==> src/rtl/tetris_input_pkg.sv <==
// Shared types for the Tetris input path: action ids, scheduler states
// and a width helper used by the scheduler and its picker.
package tetris_input_pkg;

    typedef enum logic [2:0] {
        MOVE_LEFT  = 3'd0,
        MOVE_RIGHT = 3'd1,
        ROTATE_CW  = 3'd2,
        SOFT_DROP  = 3'd3,
        HARD_DROP  = 3'd4
    } action_t;

    localparam int NUM_ACTIONS_DEF = 5;

    typedef enum logic [1:0] {
        IDLE,
        ISSUE,
        HOLDOFF
    } sched_state_t;

    function automatic int clog2_min1(input int v);
        return (v <= 2) ? 1 : $clog2(v);
    endfunction

endpackage

==> src/rtl/input_action_scheduler_if.sv <==
// DAS-side pulses/enables and engine-side command handshake.
// master = scheduler, slave = DAS channels plus game engine.
interface input_action_scheduler_if
    import tetris_input_pkg::*;
#(
    parameter int NUM_ACTIONS = NUM_ACTIONS_DEF
);
    localparam int IW = clog2_min1(NUM_ACTIONS);

    logic [NUM_ACTIONS-1:0] action_pulse;
    logic [NUM_ACTIONS-1:0] action_valid;
    logic                   game_active;
    logic                   cmd_valid;
    logic [IW-1:0]          cmd_id;
    logic                   cmd_ready;
    logic                   holdoff_busy;

    modport master (
        input  action_pulse,
        output action_valid,
        input  game_active,
        output cmd_valid,
        output cmd_id,
        input  cmd_ready,
        output holdoff_busy
    );

    modport slave (
        output action_pulse,
        input  action_valid,
        output game_active,
        input  cmd_valid,
        input  cmd_id,
        output cmd_ready,
        input  holdoff_busy
    );
endinterface

==> src/rtl/rr_priority_picker.sv <==
// Combinational picker: priority index wins if pending, otherwise the
// first pending index at or after rr_ptr, wrapping modulo NUM_ACTIONS.
module rr_priority_picker
    import tetris_input_pkg::*;
#(
    parameter int NUM_ACTIONS = NUM_ACTIONS_DEF,
    parameter int IW          = clog2_min1(NUM_ACTIONS)
) (
    input  logic [NUM_ACTIONS-1:0] pending,
    input  logic [IW-1:0]          rr_ptr,
    input  logic [IW-1:0]          prio_idx,
    output logic [IW-1:0]          winner,
    output logic                   any_pending
);
    localparam logic [IW:0] N_EXT = (IW+1)'(NUM_ACTIONS);

    logic          found;
    logic [IW:0]   sum;
    logic [IW-1:0] idx;

    always_comb begin
        winner = '0;
        found  = 1'b0;
        sum    = '0;
        idx    = '0;
        for (int k = 0; k < NUM_ACTIONS; k++) begin
            sum = {1'b0, rr_ptr} + (IW+1)'(k);
            if (sum >= N_EXT) begin
                sum = sum - N_EXT;
            end
            idx = sum[IW-1:0];
            if (!found && pending[idx]) begin
                winner = idx;
                found  = 1'b1;
            end
        end
        if (pending[prio_idx]) begin
            winner = prio_idx;
        end
        any_pending = |pending;
    end
endmodule

==> src/rtl/input_action_scheduler.sv <==
// Queues DAS action pulses, arbitrates them (hard drop first, others
// round-robin) and issues one command at a time to the game engine.
module input_action_scheduler
    import tetris_input_pkg::*;
#(
    parameter int NUM_ACTIONS    = NUM_ACTIONS_DEF,
    parameter int HARD_DROP_IDX  = int'(HARD_DROP),
    parameter int HOLDOFF_CYCLES = 50_000
) (
    input logic                      clk,
    input logic                      rst,
    input_action_scheduler_if.master bus
);
    localparam int IW = clog2_min1(NUM_ACTIONS);
    localparam int CW = clog2_min1(HOLDOFF_CYCLES);

    localparam logic [IW-1:0] HD_ID    = IW'(HARD_DROP_IDX);
    localparam logic [IW-1:0] LAST_ID  = IW'(NUM_ACTIONS - 1);
    localparam logic [CW-1:0] CNT_LOAD = CW'(HOLDOFF_CYCLES - 1);

    sched_state_t           state, state_n;
    logic [NUM_ACTIONS-1:0] pending, pending_n;
    logic [IW-1:0]          rr_ptr, rr_ptr_n;
    logic [IW-1:0]          cmd_id, cmd_id_n;
    logic [CW-1:0]          count, count_n;

    logic [NUM_ACTIONS-1:0] enable;
    logic [NUM_ACTIONS-1:0] capture;
    logic [IW-1:0]          winner;
    logic                   any_pending;

    rr_priority_picker #(
        .NUM_ACTIONS (NUM_ACTIONS),
        .IW          (IW)
    ) u_picker (
        .pending     (pending),
        .rr_ptr      (rr_ptr),
        .prio_idx    (HD_ID),
        .winner      (winner),
        .any_pending (any_pending)
    );

    // Channels already pending are masked so pulses drop, never stack.
    always_comb begin
        enable = '0;
        if (!rst && bus.game_active && state != HOLDOFF) begin
            enable = ~pending;
        end
        capture = bus.action_pulse & enable;
    end

    assign bus.action_valid = enable;
    assign bus.cmd_valid    = (state == ISSUE);
    assign bus.cmd_id       = cmd_id;
    assign bus.holdoff_busy = (state == HOLDOFF);

    always_comb begin
        state_n   = state;
        pending_n = pending | capture;
        rr_ptr_n  = rr_ptr;
        cmd_id_n  = cmd_id;
        count_n   = count;
        unique case (state)
            IDLE: begin
                if (!bus.game_active) begin
                    pending_n = '0;
                end else if (any_pending) begin
                    cmd_id_n = winner;
                    state_n  = ISSUE;
                end
            end
            ISSUE: begin
                if (bus.cmd_ready) begin
                    pending_n[cmd_id] = 1'b0;
                    if (cmd_id == HD_ID) begin
                        pending_n = '0;
                        count_n   = CNT_LOAD;
                        state_n   = HOLDOFF;
                    end else begin
                        rr_ptr_n = (cmd_id == LAST_ID) ? '0 : cmd_id + 1'b1;
                        if (!bus.game_active) begin
                            pending_n = '0;
                        end
                        state_n = IDLE;
                    end
                end
            end
            HOLDOFF: begin
                pending_n = '0;
                if (count == '0) begin
                    state_n = IDLE;
                end else begin
                    count_n = count - 1'b1;
                end
            end
            default: state_n = IDLE;
        endcase
    end

    always_ff @(posedge clk) begin
        if (rst) begin
            state   <= IDLE;
            pending <= '0;
            rr_ptr  <= '0;
            cmd_id  <= '0;
            count   <= '0;
        end else begin
            state   <= state_n;
            pending <= pending_n;
            rr_ptr  <= rr_ptr_n;
            cmd_id  <= cmd_id_n;
            count   <= count_n;
        end
    end
endmodule

==> src/flat_wrapper.sv <==
// flat-port wrapper written by rule: the top's interface ports become plain ports
module input_action_scheduler_flat import tetris_input_pkg::*;
#(
    parameter int NUM_ACTIONS    = NUM_ACTIONS_DEF,
    parameter int HARD_DROP_IDX  = int'(HARD_DROP),
    parameter int HOLDOFF_CYCLES = 50_000
)
  (clk, rst, bus_action_pulse, bus_action_valid, bus_game_active, bus_cmd_valid, bus_cmd_id, bus_cmd_ready, bus_holdoff_busy);
  input_action_scheduler_if #(.NUM_ACTIONS(NUM_ACTIONS)) bus_i ();
  input logic clk;
  input logic rst;
  input wire logic [$bits(bus_i.action_pulse)-1:0] bus_action_pulse;
  output wire logic [$bits(bus_i.action_valid)-1:0] bus_action_valid;
  input wire logic [$bits(bus_i.game_active)-1:0] bus_game_active;
  output wire logic [$bits(bus_i.cmd_valid)-1:0] bus_cmd_valid;
  output wire logic [$bits(bus_i.cmd_id)-1:0] bus_cmd_id;
  input wire logic [$bits(bus_i.cmd_ready)-1:0] bus_cmd_ready;
  output wire logic [$bits(bus_i.holdoff_busy)-1:0] bus_holdoff_busy;
  assign bus_i.action_pulse = bus_action_pulse;
  assign bus_action_valid = bus_i.action_valid;
  assign bus_i.game_active = bus_game_active;
  assign bus_cmd_valid = bus_i.cmd_valid;
  assign bus_cmd_id = bus_i.cmd_id;
  assign bus_i.cmd_ready = bus_cmd_ready;
  assign bus_holdoff_busy = bus_i.holdoff_busy;
  input_action_scheduler #(.NUM_ACTIONS(NUM_ACTIONS), .HARD_DROP_IDX(HARD_DROP_IDX), .HOLDOFF_CYCLES(HOLDOFF_CYCLES)) u_core (.clk(clk), .rst(rst), .bus(bus_i));
endmodule
==> config.mk <==
export PLATFORM = sky130hd
export DESIGN_NAME = input_action_scheduler_flat
export DESIGN_NICKNAME = d
export VERILOG_FILES = /design/src/rtl/tetris_input_pkg.sv /design/src/rtl/input_action_scheduler_if.sv /design/src/rtl/rr_priority_picker.sv /design/src/rtl/input_action_scheduler.sv /design/src/flat_wrapper.sv
export SDC_FILE = /design/constraint.sdc
export NUM_CORES = 1
export LEC_CHECK = 0
export ABC_AREA = 1
export BUFFER_PORTS_ARGS = -buffer_cell sky130_fd_sc_hd__buf_4
export CORE_ASPECT_RATIO = 0.75
export CORE_MARGIN = 4
export CORE_UTILIZATION = 55
export CTS_BUF_LIST = sky130_fd_sc_hd__clkbuf_8
export CTS_CLUSTER_DIAMETER = 50
export DETAILED_ROUTE_END_ITERATION = 12
export PLACE_DENSITY = 0.74
export REMOVE_ABC_BUFFERS = 1
export SYNTH_ARGS = -nofsm -noshare
export SYNTH_HDL_FRONTEND = slang
export SYNTH_SLANG_ARGS = --single-unit
==> constraint.sdc <==
create_clock -name clk -period 2.65 [get_ports clk]
set_input_delay 0.1325 -clock clk [delete_from_list [all_inputs] [get_ports clk]]
set_output_delay 0.1325 -clock clk [all_outputs]
set_load 0.02 [all_outputs]
==> results.md, run 1 <==
| Result | Value | Unit |
| --- | --- | --- |
| Vias/cell | 5.67 | - |
| Cell area after technology mapping | 2360 | um2 |
| Kind of capture point of the worst setup path | flip-flop | - |
| Setup Crit Path Kind | reg -> reg | - |
| Remaining max-slew budget at the tightest pin | 0.674 | - |
| Cells traversed along the worst timing path | inv_4 -> ha_1 -> inv_1 -> fa_1 -> inv_2 -> nand2_1 -> nand2_1 -> nand2_1 -> nand2_1 -> inv_1 -> nand3_1 -> nand2_1 -> nand2_1 -> nand2_1 -> inv_2 -> nand3_2 -> nor2_4 -> inv_2 -> nand3_1 -> nand2_1 -> a21oi_2 | - |
| Worst clock skew on the final layout | 0.00895 | ns |
| Global Route Usage Sum | 0.251 | - |
| CP Buf/Inv Count | 6 | - |
| Top Family by Delay on Critical Path | simple AND/OR/NAND/NOR gates | - |
| Worst supply voltage drop on vdd | 0.000274 | V |
| Instance count along the most critical hold path | 3 | - |
| Hold Fails Final Rpt | 0 | - |
| Synth area leader | dfxtp_1 | - |
| Leading cell types by total area after synthesis | dfxtp_1 (25%), nand2_1 (14%), nand3_1 (8.9%), inv_1 (6.9%), ha_1 (5.8%) | - |
| Ratio of cells with drive above 1 in the final layout | 0.172 | - |
| Die Y | 64.7 | um |
| Core footprint | 4080 | um2 |
| Worst-path clk slew | 0.07 | ns |
| Number of ports placed on the die boundary | 19 | - |
| Post-synth EDFFs | 0 | - |
| Top cell type's share of synthesized area | 0.246 | - |
| Most frequent standard cell in the layout excluding fill and tap cells | nand2_1 | - |
| Startpoint of the lowest-slack register-to-register path | u_core.rr_ptr[0] | - |
| Number of different library cells in the post-synthesis netlist | 38 | - |
| Routability congestion estimate from global placement | 0.997 | - |
| Total number of placement rows | 20 | - |
| IO buf count | 18 | - |
| Die area | 5410 | um2 |
| # setup viols final | 0 | - |
| Final HPWL DP | 5080 | um |
| Syn_area_per_cell | 6.30 | um2 |
| First-pass GRT wire length | 11000 | um |
| Worst stage delay on the critical path | 0.38 | ns |
| Ys flop type | dfxtp_1 | - |
| Number of cells on the worst reg-to-reg path | 21 | - |
| Number of nets at the end of the flow | 421 | - |
| Endpoint with the worst hold slack | u_core.pending[4] | - |
| HP Class | in -> reg | - |
| Clock period minus worst slack | 2.47 | ns |
| Fraction of the cycle the final worst path needs | 0.931 | - |
| Proportion of synthesized chip area in sequential cells | 0.246 | - |
| Fillcell total | 376 | - |
| Via count | 2586 | - |
| Overall routed net length | 6540 | um |
| R2R Path End | u_core.bus.cmd_id[1] | - |
| Cell chosen for the clock root | clkbuf_8 | - |
| Post-route ant nets | 0 | - |
| Router iterations before antenna repair | 5 | - |
| Antenna diode count | 0 | - |
| H-tree depth | 2 | - |
| Count of max-cap constraint violations | 0 | - |
| Slew at the pin closest to its max-slew limit | 0.485 | ns |
| Vias in the first global route | 2289 | - |
| Peak clock frequency supported by timing | 405 | MHz |
| Outcome | complete, no violations | - |
| Congestion Overflow GR | 0 | - |
| Core Util, Final | 0.657 | - |
| Starting density of the core | 0.578 | - |
| Leakage power summed over all cells | 1.31 | nW |
| Worst path slowest cell | fa_1 | - |
| Min setup slack post-route | 0.183 | ns |
| Data required time of the worst path | 2.87 | ns |
| CP Launch Type | flip-flop | - |
| Clock tree from TritonCTS | done | - |
| Residual DRC count | 0 | - |
| Maximum root-to-sink buffer count | 2 | - |
| Syn Inst Count | 374 | - |
| Count of clock tree sinks | 29 | - |
| HP Start | bus_action_pulse[4] | - |
| FF+latch count, synth | 29 | - |
| Count of synthesis-stage warnings from yosys | 0 | - |
| DP Worst Slack | 0.0410 | ns |
| Signal arrival time at the worst endpoint | 2.69 | ns |
| PD cells | 493 | nW/um2 |
| Ys async rst share | 0 | - |
| Clock buffer count from CTS | 5 | - |
| Top library cells by usage in the layout, fill and taps aside | nand2_1 (91), nand3_1 (42), inv_1 (41), nor2_1 (33), dfxtp_1 (28) | - |
| Horizontal extent of the die | 83.6 | um |
| Max-slew violation count | 0 | - |
| Largest net degree at the start of global routing | 20 | - |
| DRC violation total after the first TritonRoute iteration | 285 | - |
| Crit path top cell by count | nand2_1 | - |
| Register-to-register path setup slack | 0.18 | ns |
| Area grow syn2layout | 13.7 | % |
| CP Max Fanout | 4 | - |
| Average wire per standard cell | 14.3 | um |
| Worst-Skew Late Latency | 0.29 | ns |
| Number of antenna violations at the first check in global routing | 0 | - |
cells in the mapped netlist (3+ instances only):
cell / count
inv_2: 7
xnor2_1: 3
o21ai_1: 5
xor2_1: 3
o21ai_0: 15
nor3_1: 6
a21oi_1: 21
nand2_2: 11
nand3_2: 6
nor2_1: 33
nand3_1: 42
ha_1: 11
dfxtp_1: 29
a31oi_1: 4
clkbuf_1: 3
a211oi_1: 6
nand4_1: 9
nand2_1: 91
inv_1: 43
sequential cells by signal, summed over array words and instances, names as in the netlist:
signal / flops
u_core.bus.cmd_id: 3
u_core.pending: 5
u_core.state: 2
u_core.rr_ptr: 3
u_core.count: 16
cell type report:
cell class                      instances  area, um2  share of cell area
Inverter                               51        194              0.0724
Timing Repair Buffer                   26        195              0.0729
Tap cell                               55       68.8              0.0257
Clock inverter                          3       17.5             0.00654
Clock buffer                            5       68.8              0.0257
Sequential cell                        29        584               0.218
Multi-Input combinational cell        287       1550               0.579
cell families after synthesis:
group | after synthesis | synth area share
compound gates | 60 | 0.147
buf+inv | 58 | 0.0977
xor+xnor | 7 | 0.0292
fa+ha+maj | 12 | 0.0669
simple gates | 208 | 0.413
flops | 29 | 0.246
worst reg2reg max path: stages (launching register included):
cell	delay, ns
dfxtp_1	0.34
inv_4	0.07
ha_1	0.18
inv_1	0.07
fa_1	0.38
inv_2	0.10
nand2_1	0.07
nand2_1	0.09
nand2_1	0.05
nand2_1	0.07
inv_1	0.09
nand3_1	0.09
nand2_1	0.05
nand2_1	0.05
nand2_1	0.10
inv_2	0.09
nand3_2	0.08
nor2_4	0.14
inv_2	0.05
nand3_1	0.07
nand2_1	0.06
a21oi_2	0.10
worst max-delay path by stage:
stage | startpoint | to | slack (ns) | depth (start not counted)
after floorplan | u_core.rr_ptr[0] | u_core.bus.cmd_id[0] | 0.23 | 21
after global placement | u_core.rr_ptr[1] | u_core.bus.cmd_id[1] | 0.15 | 19
after detailed placement | u_core.rr_ptr[1] | u_core.bus.cmd_id[0] | 0.04 | 20
after CTS | u_core.rr_ptr[1] | u_core.bus.cmd_id[0] | 0.03 | 20
after global routing | u_core.rr_ptr[0] | u_core.bus.cmd_id[0] | -0.002 | 21
final | u_core.rr_ptr[0] | u_core.bus.cmd_id[1] | 0.18 | 21
power breakdown:
part	internal [mW]	switching (mW)	leakage, nW
clock network	0.181	0.179	0.0439
logic	0.171	0.305	1.03
registers	0.457	0.0263	0.236
routing by layer:
| layer | routed length, um | vias up | GRT usage |
|---|---|---|---|
| met2 | 2530 | 129 | 0.340 |
| met1 | 3340 | 1167 | 0.390 |
| met4 | 42 | 0 | 0.0482 |
| met3 | 625 | 5 | 0.0673 |
| met5 | 0 | - | 0 |
| li1 | - | 1285 | - |
per-stage QoR:
stage | area [um2] | cells | hold WS [ns] | total power, mW | setup TNS (ns)
3_5_place_dp | 2570 | 446 | 0.430 | 0.945 | 0
4_1_cts | 2660 | 454 | 0.130 | 1.30 | 0
5_1_grt | 2680 | 456 | 0.141 | 1.40 | -0.00236
6_report | 2680 | 456 | 0.131 | 1.32 | 0
2_1_floorplan | 2320 | 367 | 0.195 | 0.820 | 0
3_3_place_gp | 2570 | 446 | 0.432 | 0.940 | 0
repair_timing:
| action | CTS | global route |
|---|---|---|
| buffers inserted | 0 | 2 |
| hold buffers | 0 | 0 |
| gates resized for setup | 0 | 5 |
| setup endpoints to repair | 0 | 2 |
No activity file was read; power rests on OpenSTA's default activity.
==> run 2: changes to the inputs <==
Settings changed: GPL_TIMING_DRIVEN set to 0.
==> run 2 against run 1 <==
Via count is 2.9% lower; cell area grew 2.6%; routed wire length fell by 1.0%; sequential share of layout area down 0.36 points; worst hold slack got worse by 0.0013 ns; global-route usage is 0.54 points lower; die area unchanged; combinational power about the same; largest cell class unchanged; largest power group is now clock; highest routed layer unchanged.
==> results.md, run 2 (synthesis results as in run 1) <==
| Result | Value | Unit | vs previous |
| --- | --- | --- | --- |
| Worst supply voltage drop on vdd | 0.000342 | V | +25% |
| Met3 Use GR | 0.0368 | - | -0.0305 |
| Outcome | complete, no violations | - |  |
| Fraction of the cycle the final worst path needs | 0.931 | - | about the same |
| Overall routed net length | 6470 | um | -1.0% |
| Remaining max-slew budget at the tightest pin | 0.698 | - | +0.0243 |
| Leakage power summed over all cells | 1.32 | nW | +0.82% |
| Router iterations before antenna repair | 5 | - | unchanged |
| Design area | 2750 | um2 | +2.6% |
| Maximum root-to-sink buffer count | 2 | - | unchanged |
| Slew at the pin closest to its max-slew limit | 0.448 | ns | -0.0361 ns |
| Worst clock skew on the final layout | 0.00703 | ns | -0.00192 ns |
| Number of ports placed on the die boundary | 19 | - | unchanged |
| Setup Crit Path Kind | reg -> reg | - |  |
| Cts hold-fix bufs | 0 | - | unchanged |
| Global Route Usage Sum | 0.245 | - | -0.00536 |
| Area after detailed placement | 2520 | um2 | -1.8% |
| Largest registers | u_core.count: 16 flops, u_core.pending: 5 flops | - |  |
| Hold Fails Final Rpt | 0 | - | unchanged |
| Average wire per standard cell | 14.3 | um | -0.57% |
| Power consumption | 1.47 | mW | +11% |
| Cell chosen for the clock root | clkbuf_8 | - |  |
| Register containing the most flip-flops in the final layout | u_core.count | - |  |
| Via count | 2510 | - | -2.9% |
| Post-route ant nets | 0 | - | unchanged |
| IO buf count | 18 | - | unchanged |
| DP Worst Slack | -0.274 | ns | -0.315 ns |
| Vias in the first global route | 2183 | - | -4.6% |
| Data required time of the worst path | 2.88 | ns | about the same |
| Die area | 5410 | um2 | unchanged |
| Clock tree from TritonCTS | done | - |  |
| Post-Route Setup TNS | 0 | ns | unchanged |
| Congestion Overflow GR | 0 | - | unchanged |
| Top library cells by usage in the layout, fill and taps aside | nand2_1 (88), nand3_1 (42), inv_1 (40), nor2_1 (33), dfxtp_1 (26) | - |  |
| Worst-path clk slew | 0.07 | ns | about the same |
| HP Class | in -> reg | - |  |
| Most frequent standard cell in the layout excluding fill and tap cells | nand2_1 | - |  |
| Antenna diode count | 0 | - | unchanged |
| PD cells | 533 | nW/um2 | +8.3% |
| First-pass GRT wire length | 10600 | um | -3.9% |
| Vias/cell | 5.53 | - | -2.5% |
| Fillcell total | 367 | - | -2.4% |
| Met1 track utilization from global routing | 0.387 | - | -0.00366 |
| # setup viols final | 0 | - | unchanged |
| Largest register FFs | 16 | - | unchanged |
| Horizontal extent of the die | 83.6 | um | unchanged |
| Clock period minus worst slack | 2.47 | ns | -0.000245 ns |
| Total number of placement rows | 20 | - | unchanged |
| Max-slew violation count | 0 | - | unchanged |
| Worst stage delay on the critical path | 0.38 | ns | about the same |
| DRC violation total after the first TritonRoute iteration | 316 | - | +11% |
| Core Util, Final | 0.674 | - | +0.0169 |
| Cells traversed along the worst timing path | inv_8 -> ha_4 -> inv_1 -> fa_1 -> inv_2 -> nand2_1 -> nand2_1 -> nand2_1 -> nand2_1 -> inv_1 -> nand3_1 -> nand2_1 -> nand2_1 -> nand2_2 -> inv_2 -> nand3_2 -> nor2_4 -> inv_2 -> nand3_1 -> nand2_1 -> a21oi_2 | - |  |
| Area of all sequential standard cells | 589 | um2 | +0.86% |
| Signal arrival time at the worst endpoint | 2.70 | ns | about the same |
| Number of placed instances with taps included | 440 | - | -1.3% |
| CP Launch Type | flip-flop | - |  |
| Worst hold slack | 0.130 | ns | -0.00131 ns |
| Final cell count without fillers | 454 | - | -0.44% |
| Count of max-cap constraint violations | 0 | - | unchanged |
| Met2 Usage GRT | 0.339 | - | -0.000992 |
| Clock buffer count from CTS | 5 | - | unchanged |
| Area occupied by multi-input gates | 1590 | um2 | +2.3% |
| Number of nets at the end of the flow | 419 | - | -0.48% |
| Routability congestion estimate from global placement | 0.931 | - | -6.6% |
| Number of antenna violations at the first check in global routing | 0 | - | unchanged |
| Final HPWL DP | 4760 | um | -6.2% |
| Worst path slowest cell | dfxtp_4 | - |  |
| CP Max Fanout | 7 | - | +3 |
| Die Y | 64.7 | um | unchanged |
| Largest net degree at the start of global routing | 20 | - | unchanged |
| Core footprint | 4080 | um2 | unchanged |
| Grt peak-use layer | met1 | - |  |
| Residual DRC count | 0 | - | unchanged |
| Peak clock frequency supported by timing | 405 | MHz | about the same |
| Kind of capture point of the worst setup path | flip-flop | - |  |
| Crit path top cell by count | nand2_1 | - |  |
| Starting density of the core | 0.578 | - | unchanged |
| Worst-Skew Late Latency | 0.29 | ns | about the same |
| Count of clock tree sinks | 29 | - | unchanged |
| Min setup slack post-route | 0.183 | ns | +0.000245 ns |
| Area grow syn2layout | 16.6 | % |  |
| H-tree depth | 2 | - | unchanged |
| Ratio of cells with drive above 1 in the final layout | 0.190 | - | +0.0184 |
run 2: area by class of cell:
type | instances | area share
Clock buffer | 6 | 0.0301
Clock inverter | 2 | 0.0137
Inverter | 51 | 0.0738
Multi-Input combinational cell | 287 | 0.577
Sequential cell | 29 | 0.214
Tap cell | 55 | 0.0250
Timing Repair Buffer | 24 | 0.0656
run 2: timing repair:
action	CTS	global route
endpoints found under the setup margin	2	3
setup buffers	1	5
pin swaps	0	1
gates resized for setup	4	14
hold endpoints to repair	0	0
run 2: path summary, 6_finish.rpt:
check | start | endpoint | slack [ns] | cells past startpoint
worst max-delay path | u_core.rr_ptr[0] | u_core.bus.cmd_id[1] | 0.18 | 21
worst min-delay path | bus_action_pulse[1] | u_core.pending[1] | 0.13 | 3
worst max register to register | u_core.rr_ptr[0] | u_core.bus.cmd_id[1] | 0.18 | 21
worst min register to register | u_core.count[14] | u_core.count[14] | 0.48 | 2
run 2: layer usage:
layer  vias to the layer above  wire (um)
li1                       1286          -
met1                      1113       3330
met2                       102       2550
met3                         9        501
met4                         0         83
met5                         -          0
run 2: critical path: cells and delay by family, from the launching register on:
family	cells	cell delay, ns
fa+ha+maj	2	0.52
simple gates	12	0.96
flops	1	0.38
compound gates	1	0.12
buf+inv	6	0.45
run 2: where the power goes:
part	internal, mW	switching [mW]	leakage [nW]
sequential	0.456	0.0298	0.237
clock	0.306	0.194	0.0574
combinational	0.176	0.304	1.03
total	0.938	0.528	1.32
